===== config.mk =====
export PLATFORM = sky130hd
export DESIGN_NAME = fp_csr_flags_flat
export DESIGN_NICKNAME = d
export VERILOG_FILES = /design/src/rtl/fp_csr_flags_if.sv /design/src/rtl/fp_csr_flags.sv /design/src/flat_wrapper.sv
export SDC_FILE = /design/constraint.sdc
export NUM_CORES = 1
export LEC_CHECK = 0
export ABC_AREA = 1
export CAP_MARGIN = 25
export CORE_MARGIN = 2
export CORE_UTILIZATION = 31
export CTS_CLUSTER_SIZE = 25
export DETAILED_ROUTE_END_ITERATION = 10
export HOLD_SLACK_MARGIN = 0.05
export PLACE_DENSITY = 0.86
export SETUP_SLACK_MARGIN = 0.5
export SYNTH_ARGS = -nofsm -noshare
export SYNTH_HDL_FRONTEND = slang
export SYNTH_SLANG_ARGS = --single-unit

===== constraint.sdc =====
create_clock -name clk -period 1.95 [get_ports clk]
set_input_delay 0.39 -clock clk [delete_from_list [all_inputs] [get_ports clk]]
set_output_delay 0.39 -clock clk [all_outputs]
set_load 0.005 [all_outputs]

===== src/rtl/fp_csr_flags_if.sv =====
// CSR access port and FP retirement/rounding-mode signals of the fp_csr_flags block.
// The master drives requests and retirements; the slave (fp_csr_flags) returns read data and rm.
interface fp_csr_flags_if #(
   parameter int unsigned XLEN = 32
);
   logic            csr_valid;
   logic [11:0]     csr_addr;
   logic [1:0]      csr_op;
   logic [XLEN-1:0] csr_wdata;
   logic [XLEN-1:0] csr_rdata;
   logic            csr_hit;

   logic            fp_valid;
   logic [4:0]      fp_flags;
   logic [2:0]      instr_rm;
   logic [2:0]      rm_out;
   logic            rm_illegal;

   modport master (
      output csr_valid, csr_addr, csr_op, csr_wdata,
      output fp_valid, fp_flags, instr_rm,
      input  csr_rdata, csr_hit, rm_out, rm_illegal
   );

   modport slave (
      input  csr_valid, csr_addr, csr_op, csr_wdata,
      input  fp_valid, fp_flags, instr_rm,
      output csr_rdata, csr_hit, rm_out, rm_illegal
   );
endinterface


===== src/rtl/fp_csr_flags.sv =====
// Floating-point CSR block: owns frm/fflags, accrues sticky FP exception flags,
// serves Zicsr accesses to fflags/frm/fcsr and resolves the dynamic rounding mode.
module fp_csr_flags #(
   parameter int unsigned XLEN = 32
) (
   input  logic            clk,
   input  logic            reset,
   fp_csr_flags_if.slave   bus,
   output logic [2:0]      frm_out,
   output logic [4:0]      fflags_out,
   output logic            fs_dirty
);

   typedef enum logic [1:0] {
      OP_NOP = 2'b00,
      OP_RW  = 2'b01,
      OP_RS  = 2'b10,
      OP_RC  = 2'b11
   } csr_op_e;

   typedef enum logic [11:0] {
      ADDR_FFLAGS = 12'h001,
      ADDR_FRM    = 12'h002,
      ADDR_FCSR   = 12'h003
   } csr_addr_e;

   typedef enum logic [2:0] {
      RM_RNE = 3'b000,
      RM_RTZ = 3'b001,
      RM_RDN = 3'b010,
      RM_RUP = 3'b011,
      RM_RMM = 3'b100,
      RM_RS5 = 3'b101,
      RM_RS6 = 3'b110,
      RM_DYN = 3'b111
   } rm_e;

   logic [2:0] frm_q;
   logic [4:0] fflags_q;
   logic       fs_dirty_q;

   logic [2:0] frm_nxt;
   logic [4:0] fflags_nxt;
   logic       fs_dirty_nxt;

   csr_op_e    op;
   logic [4:0] f_byp;
   logic [7:0] old8;
   logic [7:0] wd8;
   logic [7:0] w8;
   logic       hit;
   logic       csr_write;
   rm_e        rm_eff;

   logic       unused_wdata_hi;

   assign op    = csr_op_e'(bus.csr_op);
   assign wd8   = bus.csr_wdata[7:0];
   assign f_byp = fflags_q | (bus.fp_valid ? bus.fp_flags : 5'b0);

   assign unused_wdata_hi = ^bus.csr_wdata[XLEN-1:8];

   // Field view of the addressed CSR, including the same-cycle flag bypass;
   // it doubles as the "old" value for set/clear writes.
   always_comb begin
      hit  = 1'b0;
      old8 = '0;
      case (bus.csr_addr)
         ADDR_FFLAGS: begin
            hit  = 1'b1;
            old8 = {3'b000, f_byp};
         end
         ADDR_FRM: begin
            hit  = 1'b1;
            old8 = {5'b00000, frm_q};
         end
         ADDR_FCSR: begin
            hit  = 1'b1;
            old8 = {frm_q, f_byp};
         end
         default: begin
            hit  = 1'b0;
            old8 = '0;
         end
      endcase
   end

   assign bus.csr_hit   = hit;
   assign bus.csr_rdata = XLEN'(old8);

   always_comb begin
      w8 = old8;
      case (op)
         OP_RW:   w8 = wd8;
         OP_RS:   w8 = old8 | wd8;
         OP_RC:   w8 = old8 & ~wd8;
         default: w8 = old8;
      endcase
   end

   assign csr_write = bus.csr_valid && hit && (op != OP_NOP);

   // CSR-written field first, then retiring flags ORed on top, so a clear
   // never suppresses a flag raised in the same cycle.
   always_comb begin
      frm_nxt    = frm_q;
      fflags_nxt = fflags_q;
      if (csr_write) begin
         case (bus.csr_addr)
            ADDR_FFLAGS: fflags_nxt = w8[4:0];
            ADDR_FRM:    frm_nxt    = w8[2:0];
            ADDR_FCSR: begin
               frm_nxt    = w8[7:5];
               fflags_nxt = w8[4:0];
            end
            default: begin
               frm_nxt    = frm_q;
               fflags_nxt = fflags_q;
            end
         endcase
      end
      if (bus.fp_valid) begin
         fflags_nxt = fflags_nxt | bus.fp_flags;
      end
   end

   assign fs_dirty_nxt = csr_write || (bus.fp_valid && (bus.fp_flags != 5'b0));

   always_ff @(posedge clk) begin
      if (reset) begin
         frm_q      <= '0;
         fflags_q   <= '0;
         fs_dirty_q <= 1'b0;
      end else begin
         frm_q      <= frm_nxt;
         fflags_q   <= fflags_nxt;
         fs_dirty_q <= fs_dirty_nxt;
      end
   end

   always_comb begin
      rm_eff = rm_e'(bus.instr_rm);
      if (rm_e'(bus.instr_rm) == RM_DYN) begin
         rm_eff = rm_e'(frm_q);
      end
   end

   assign bus.rm_out     = rm_eff;
   assign bus.rm_illegal = (rm_eff == RM_RS5) || (rm_eff == RM_RS6) || (rm_eff == RM_DYN);

   assign frm_out    = frm_q;
   assign fflags_out = fflags_q;
   assign fs_dirty   = fs_dirty_q;

endmodule


===== src/flat_wrapper.sv =====
// flat-port wrapper written by rule: the top's interface ports become plain ports
module fp_csr_flags_flat 
#(
   parameter int unsigned XLEN = 32
)
  (clk, reset, frm_out, fflags_out, fs_dirty, bus_csr_valid, bus_csr_addr, bus_csr_op, bus_csr_wdata, bus_fp_valid, bus_fp_flags, bus_instr_rm, bus_csr_rdata, bus_csr_hit, bus_rm_out, bus_rm_illegal);
  fp_csr_flags_if #(.XLEN(XLEN)) bus_i ();
  input  logic clk;
  input  logic reset;
  output logic [2:0] frm_out;
  output logic [4:0] fflags_out;
  output logic fs_dirty;
  input wire logic [$bits(bus_i.csr_valid)-1:0] bus_csr_valid;
  input wire logic [$bits(bus_i.csr_addr)-1:0] bus_csr_addr;
  input wire logic [$bits(bus_i.csr_op)-1:0] bus_csr_op;
  input wire logic [$bits(bus_i.csr_wdata)-1:0] bus_csr_wdata;
  input wire logic [$bits(bus_i.fp_valid)-1:0] bus_fp_valid;
  input wire logic [$bits(bus_i.fp_flags)-1:0] bus_fp_flags;
  input wire logic [$bits(bus_i.instr_rm)-1:0] bus_instr_rm;
  output wire logic [$bits(bus_i.csr_rdata)-1:0] bus_csr_rdata;
  output wire logic [$bits(bus_i.csr_hit)-1:0] bus_csr_hit;
  output wire logic [$bits(bus_i.rm_out)-1:0] bus_rm_out;
  output wire logic [$bits(bus_i.rm_illegal)-1:0] bus_rm_illegal;
  assign bus_i.csr_valid = bus_csr_valid;
  assign bus_i.csr_addr = bus_csr_addr;
  assign bus_i.csr_op = bus_csr_op;
  assign bus_i.csr_wdata = bus_csr_wdata;
  assign bus_i.fp_valid = bus_fp_valid;
  assign bus_i.fp_flags = bus_fp_flags;
  assign bus_i.instr_rm = bus_instr_rm;
  assign bus_csr_rdata = bus_i.csr_rdata;
  assign bus_csr_hit = bus_i.csr_hit;
  assign bus_rm_out = bus_i.rm_out;
  assign bus_rm_illegal = bus_i.rm_illegal;
  fp_csr_flags #(.XLEN(XLEN)) u_core (.clk(clk), .reset(reset), .bus(bus_i), .frm_out(frm_out), .fflags_out(fflags_out), .fs_dirty(fs_dirty));
endmodule

==> After elaboration in Yosys (flattened, before gate mapping) <==
Index checks and enable logic that the tools add are counted.
{ "word_totals": {"ff_bits": 9, "in_bits": 58} }
{ "op_classes": {"bitwise": 5, "reduce_logical": 12, "mux": 9, "n_eq_ne": 10} }
{ "ops": {"columns": ["cell", "n"], "rows": [
  ["$pmux 8 s3", 2],
  ["$eq 12x2->1 const B", 2],
  ["$mux 5", 4],
  ["$eq 12x1->1 const B", 1],
  ["$eq 3x3->1 const B", 4],
  ["$or 5x5->5", 2],
  ["$and 8x8->8", 1],
  ["$not 8->8", 1],
  ["$or 8x8->8", 1],
  ["$pmux 3 s2", 1],
  ["$reduce_bool 5->1", 1],
  ["$eq 2x2->1 const B", 2],
  ["$reduce_bool 2->1", 2],
  ["$logic_and 1x1->1", 3],
  ["$logic_or 1x1->1", 3],
  ["$mux 3", 1],
  ["$reduce_or 3->1", 1],
  ["$eq 2x1->1 const B", 1],
  ["$reduce_and 2->1", 1],
  ["$reduce_or 2->1", 1],
  ["$mux 1", 1]
]} }

==> Depth between registers and ports, before layout <==
Gate-level depths: netlist of run 1.
{ "logic_depth": {"ltp_word": 9, "depth_mapped": 10, "depth_no_buf": 10} }

==> Worst setup path after synthesis of run 1 <==
Ideal clock, no wire load.
{ "synth_path": {"kind": "input to output", "startpoint": "input bus_csr_addr[9]", "endpoint": "output bus_csr_rdata[5]", "required_time_ns": 1.560, "stages": 6, "arrival_ns": 1.064, "slack_ns": 0.496, "cell_sequence": "nor2_1 nand2_1 nor2_2 buf_6 nand3_2 nor2_1"} }
{ "synth_via": {"elab_chain_len": 2, "word_cells_on_any_way": 4, "classes_between": "eq/ne: 3; mux: 1"} }
{ "synth_lines": {"columns": ["element", "line", "source"], "rows": [
  ["start, declared", "flat_wrapper.sv:14", "input wire logic [$bits(bus_i.csr_addr)-1:0] bus_csr_addr;"],
  ["$eq 12x2->1 or $eq 12x1->1 (tied branches)", "fp_csr_flags.sv:68", "case (bus.csr_addr)"],
  ["$pmux 8 s3 *", "fp_csr_flags.sv:68", null],
  ["end, declared", "flat_wrapper.sv:20", "output wire logic [$bits(bus_i.csr_rdata)-1:0] bus_csr_rdata;"]
]} }
Every way passes the cells marked *; elsewhere a longest branch is shown, timed or not.

==> Worst setup path in the final report of run 1 <==
{ "layout_path": {"startpoint": "input bus_csr_addr[9]", "endpoint": "register u_core.frm_q[2] (netlist: u_core.frm_out[2])"} }
{ "layout_via": {"elab_chain_len": 6, "word_cells_on_any_way": 14, "classes_between": "eq/ne: 3; mux: 4; bitwise: 2; reduce/logical: 5"} }
{ "layout_lines": {"columns": ["element", "line", "source"], "rows": [
  ["branches (longest 6 deep; another with $eq 12x2->1)", null, null],
  ["end signal, assigned", "fp_csr_flags.sv:135", "frm_q <= frm_nxt;"],
  ["end, declared", "fp_csr_flags.sv:38", "logic [2:0] frm_q;"]
]} }
Several ways; the timed one is not identified.
A chain may end at the register's enable or synchronous reset.

==> results of run 1 <==
==> power breakdown <==
group	switching, W	internal [W]	leakage, nW
sequential	0.00000529	0.000192	0.0763
combinational	0.000116	0.000119	0.984
clock	0.0000773	0.0000795	0.0150
==> timing repair <==
action                                  4_1_cts  5_1_grt
setup buffers                                30        5
endpoints found under the setup margin       31       22
resized for setup                           157       26
pin swaps                                    31       13
==> worst max-delay path: cells and delay by family <==
family | cells | cell delay (ns)
AO/OA/AOI/OAI | 1 | 0.11
buffers and inverters | 9 | 0.85
AND/OR/NAND/NOR | 8 | 0.69
==> through the flow <==
step	setup WS (ns)	hold slack, ns
3_3_place_gp	-0.463	0.534
2_1_floorplan	0.496	0.496
3_5_place_dp	-0.522	0.548
4_1_cts	0.222	0.517
6_report	0.0917	0.523
5_1_grt	-0.00284	0.534
==> layer usage <==
layer | wire [µm] | vias up | share of wire, %
li1 | - | 705 | -
met1 | 1560 | 671 | 36
met2 | 2240 | 74 | 52
met3 | 293 | 17 | 6.8
met4 | 195 | 0 | 4.6
met5 | 0 | - | 0
==> kinds of logic after synthesis <==
group,Yosys count,synth area share [%]
and+or+nand+nor,92,38.5
buffers and inverters,45,26.7
AOI/OAI and AO/OA,27,16.3
DFF,9,18.1
other,1,0.376
==> flip-flops by register name (all words and copies together), names as in the netlist <==
name	count
u_core.fflags_out	5
u_core.frm_out	3
u_core.fs_dirty	1
==> final timing paths <==
path         cells past startpoint                 to  slack (ns)               from
max                             18  u_core.frm_out[2]        0.09    bus_csr_addr[9]
min                              2  u_core.frm_out[1]        0.52  u_core.frm_out[1]
max reg2reg                     14  u_core.frm_out[2]        0.24  u_core.frm_out[2]
min reg2reg                      2  u_core.frm_out[1]        0.52  u_core.frm_out[1]
==> layout by cell type, fill, tap and decap left out, drive strengths merged, types with 4 or more instances in the layout <==
| cell type | synthesis | final |
|---|---|---|
| dfxtp | 9 | 9 |
| a21oi | 10 | 10 |
| o21ai | 8 | 8 |
| clkbuf | 0 | 4 |
| nand2 | 54 | 54 |
| clkdlybuf4s50 | 0 | 15 |
| conb | 1 | 24 |
| dlygate4sd2 | 0 | 14 |
| nand3 | 11 | 11 |
| nor2 | 27 | 27 |
| buf | 26 | 69 |
| inv | 19 | 18 |
==> cell type report <==
type / count / area (µm²)
flip-flops and latches: 9 / 189
multi-input cells: 143 / 822
inverters: 19 / 77.6
clock buffers: 4 / 26.3
repair buffers: 101 / 876
fillers: 246 / 1010
well taps: 44 / 55.1
==> results.sh, run 1 <==
export IMPL_hold_violations=0
export IMPL_synth_edf_count=0
export IMPL_arrival_ns=2.06
export IMPL_instances_no_fill=320
export IMPL_max_freq_mhz=538
export IMPL_grtUsageMet2_pct=37.6
export IMPL_syn_avg_cell_area_um2=5.73
export IMPL_synth_ff_type="dfxtp_1"
export IMPL_fp_dieH_um=60.7
export IMPL_floorplan_die_area_um2=3690
export IMPL_status="finished, final reports clean"
export IMPL_root_buffer="clkbuf_4"
export IMPL_clock_path_buffers=2
export IMPL_worstPathRequired_ns=2.15
export IMPL_overflow=0
export IMPL_grt_use_met3_pct=3.62
export IMPL_cts_tree="built"
export IMPL_criticalPathCategory="in -> reg"
export IMPL_drv_slew=0
export IMPL_grt_total_usage_pct=21.7
export IMPL_gp_congestion=0.894
export IMPL_dp_hpwl_um=2430
export IMPL_fp_dieW_um=60.7
export IMPL_skew_ns=0.00433
export IMPL_powerDensity_nw_per_um2=288
export IMPL_hold_class="reg -> reg"
export IMPL_rows=20
export IMPL_antenna_found_initial=0
export IMPL_wirelength_um=4280
export IMPL_start_kind="input port"
export IMPL_leakage_nw=1.08
export IMPL_clk_latency_ns=0.28
export IMPL_ys_warn_count=0
export IMPL_seq_area_frac_synth_pct=18.1
export IMPL_cp_max_fo=6
export IMPL_area_delta_synth_final_pct=105
export IMPL_async_flop_share_pct=0
export IMPL_power_w=0.000588
export IMPL_maxCapViolations=0
export IMPL_ios=104
export IMPL_rsz0062_at_grt="true"
export IMPL_grtUsageMet1_pct=24.0
export IMPL_routed_via_density=4.58
export IMPL_crit_chain="buf_6 -> nor2_4 -> nand2_2 -> nor2_4 -> buf_6 -> nand3_2 -> nand2_2 -> buf_6 -> buf_6 -> buf_6 -> buf_6 -> buf_6 -> buf_6 -> buf_6 -> nand2_4 -> nand3_2 -> nand2_2 -> a21oi_2"
export IMPL_synth_most_common_cell="nand2_1"
export IMPL_drc_errors=0
export IMPL_vias=1467
export IMPL_cts_hold_fix_buffers=0
export IMPL_nNetsFinal=335
export IMPL_dpl_cell_area_um2=1580
export IMPL_drtIter0Drc=86
export IMPL_synthDistinctLibCells=22
export IMPL_final_util_pct=67.0
export IMPL_peakVddDrop_v=0.000202
export IMPL_slowest_stage="buf_6"
export IMPL_numCtsBuffers=3
export IMPL_firstDrtPassIters=4
export IMPL_clkTransAtPathRegs_ns=0.06
export IMPL_syn_area_um2=997
export IMPL_synth_ff_latch_count=9
export IMPL_dp_cells=281
export IMPL_layout_drive_gt1_share_pct=44.6
export IMPL_final_antenna_net_count=0
export IMPL_portBuffers=55
export IMPL_post_synth_top_area_cell="nand2_1"
export IMPL_max_stage_delay_ns=0.15
export IMPL_start_util_pct=32.7
export IMPL_grt_pass1_vias=1347
export IMPL_design_area_um2=2050
export IMPL_crit_path_frequent_cell="buf_6"
export IMPL_grt_pass1_wl_um=5870
export IMPL_cts_sinks=9
export IMPL_grt_busiest_layer="met2"
export IMPL_finalSetupTns_ns=0
export IMPL_postSynthCellCount=174
export IMPL_synth_common_cells="nand2_1, buf_4, nor2_1"
export IMPL_fin_crit_sh_pct=95.3
export IMPL_period_needed_ns=1.86
export IMPL_diodes=0
export IMPL_synth_top_area_share_pct=19.9
export IMPL_core_um2=3050
export IMPL_grt_max_degree=10
export IMPL_end_kind="register"
export IMPL_wl_per_cell_um=13.4
export IMPL_setup_violations_final=0
export IMPL_ys_top_cells_by_area="nand2_1, dfxtp_1, buf_4"
export IMPL_cts_max_level=1
Power figures use the tool's default switching activity.
==> run 2, diff against run 1 <==
CORE_UTILIZATION = 32   (was 31)
CTS_BUF_LIST = sky130_fd_sc_hd__clkbuf_4 sky130_fd_sc_hd__clkbuf_8   (was default)
PLACE_DENSITY = 0.89   (was 0.86)
==> results.sh, run 2 (synthesized netlist as in run 1, its figures left out) <==
export IMPL_status="finished, final reports clean"
export IMPL_cts_sinks=9
export IMPL_start_kind="input port"
export IMPL_crit_buf_inv=4
export IMPL_fp_dieW_um=59.8
export IMPL_clkTransAtPathRegs_ns=0.06
export IMPL_start_util_pct=33.2
export IMPL_drtIter0Drc=54
export IMPL_clk_latency_ns=0.26
export IMPL_power_w=0.000597
export IMPL_portBuffers=55
export IMPL_drc_errors=0
export IMPL_firstDrtPassIters=4
export IMPL_layout_cells_most_common="nand2_1"
export IMPL_powerDensity_nw_per_um2=287
export IMPL_switching_share_pct=32.3
export IMPL_vias=1478
export IMPL_max_stage_delay_ns=0.16
export IMPL_hold_class="in -> reg"
export IMPL_internal_power_w=0.000404
export IMPL_fin_crit_sh_pct=89.7
export IMPL_area_delta_synth_final_pct=109
export IMPL_floorplan_die_area_um2=3580
export IMPL_fill_cells=245
export IMPL_arrival_ns=1.36
export IMPL_p_switching_w=0.000192
export IMPL_p_clk_share_pct=26.5
export IMPL_overflow=0
export IMPL_numCtsBuffers=3
export IMPL_max_freq_mhz=572
export IMPL_period_needed_ns=1.75
export IMPL_skew_ns=0.00261
export IMPL_cts_tree="built"
export IMPL_criticalPathCategory="in -> out"
export IMPL_clock_path_buffers=2
export IMPL_maxCapViolations=0
export IMPL_diodes=0
export IMPL_nNetsFinal=334
export IMPL_slowest_stage="nor2_2"
export IMPL_p_seq_share_pct=32.8
export IMPL_ios=104
export IMPL_hold_violations=0
export IMPL_layout_common_cells="nand2_1, buf_4, conb_1"
export IMPL_cp_max_fo=4
export IMPL_layout_drive_gt1_share_pct=48.0
export IMPL_root_buffer="clkbuf_4"
export IMPL_cts_hold_fix_buffers=0
export IMPL_p_comb_share_pct=40.7
export IMPL_grt_pass1_wl_um=5450
export IMPL_finalSetupTns_ns=0
export IMPL_drv_slew=0
export IMPL_end_kind="output pin"
export IMPL_final_antenna_net_count=0
export IMPL_regArea_um2=191
export IMPL_multi_input_area_um2=851
export IMPL_wirelength_um=4300
export IMPL_fp_dieH_um=59.8
export IMPL_dp_hpwl_um=2320
export IMPL_setup_violations_final=0
export IMPL_routed_via_density=4.80
export IMPL_crit_family="simple AND/OR/NAND/NOR gates"
export IMPL_cts_max_level=1
export IMPL_crit_path_frequent_cell="nor2_2"
export IMPL_rows=20
export IMPL_wl_per_cell_um=14.0
export IMPL_grt_total_usage_pct=20.2
export IMPL_rsz0062_at_grt="true"
export IMPL_largest_reg_flops=5
export IMPL_peakVddDrop_v=0.000272
export IMPL_gp_congestion=0.783
export IMPL_crit_chain="buf_6 -> nor2_2 -> nand2_1 -> nor2_2 -> buf_12 -> buf_8 -> nand3_4 -> nor2_4 -> buf_2"
export IMPL_core_um2=3000
export IMPL_antenna_found_initial=0
export IMPL_grt_pass1_vias=1309
export IMPL_leakage_nw=1.12
export IMPL_worstPathRequired_ns=1.56
export IMPL_grt_max_degree=10
[run 2: power groups by stage]
stage / Clock, W / Sequential [W] / Combinational (W)
floorplan: 0 / 0.000202 / 0.000110
global placement: 0 / 0.000201 / 0.000194
detailed placement: 0 / 0.000202 / 0.000198
CTS: 0.000159 / 0.000195 / 0.000213
global route: 0.000170 / 0.000197 / 0.000261
finish: 0.000158 / 0.000196 / 0.000243
[run 2: cell type report]
cell class	count	area share (%)
well taps	33	1.98
flip-flops and latches	9	9.20
clock buffers	4	1.44
repair buffers	100	43.1
multi-input cells	143	40.9
inverters	19	3.43
[run 2: path summary, 6_finish.rpt]
check                                        from           endpoint  slack [ns]  cells after the start
worst max-delay path              bus_csr_addr[9]   bus_csr_rdata[5]        0.20                      9
worst min-delay path                 bus_fp_valid    u_core.fs_dirty        0.48                      3
worst max register to register  u_core.frm_out[0]  u_core.frm_out[0]        0.42                     11
worst min register to register  u_core.frm_out[2]  u_core.frm_out[2]        0.53                      2
[run 2: worst register-to-register path, cell delays in order (launching register included)]
cell and delay (ns):
dfxtp_4 0.35, buf_4 0.15, nand3_1 0.08, nand2_1 0.08, buf_4 0.13, buf_4 0.12
buf_4 0.12, buf_4 0.13, nand2_2 0.06, nand3_2 0.07, nand2_2 0.07, a21oi_2 0.05
[run 2: routing by layer]
| metal | GRT usage, % | vias up | share of wire, % |
|---|---|---|---|
| li1 | - | 705 | - |
| met1 | 20.8 | 691 | 37 |
| met2 | 38.8 | 70 | 54 |
| met3 | 4.76 | 12 | 6.0 |
| met4 | 7.62 | 0 | 3.2 |
| met5 | 0 | - | 0 |
[run 2: repair_timing]
action                                  CTS  global route
endpoints found under the setup margin   31            22
gates resized for setup                 148            54
pin swaps                                27            27
buffers inserted                         30             3
cloned                                    0             0
[run 2: through the flow]
step                      hold WS [ns]  setup slack, ns  util, %  std cells  instance area (µm²)
after floorplan                  0.496            0.496        -        197                 1080
after global placement           0.524           -0.410     52.7        271                 1580
after detailed placement         0.540           -0.436     52.7        271                 1580
after CTS                        0.527            0.214     62.5        305                 1880
after global routing             0.490            0.136     69.3        308                 2080
final                            0.483            0.202     69.3        308                 2080
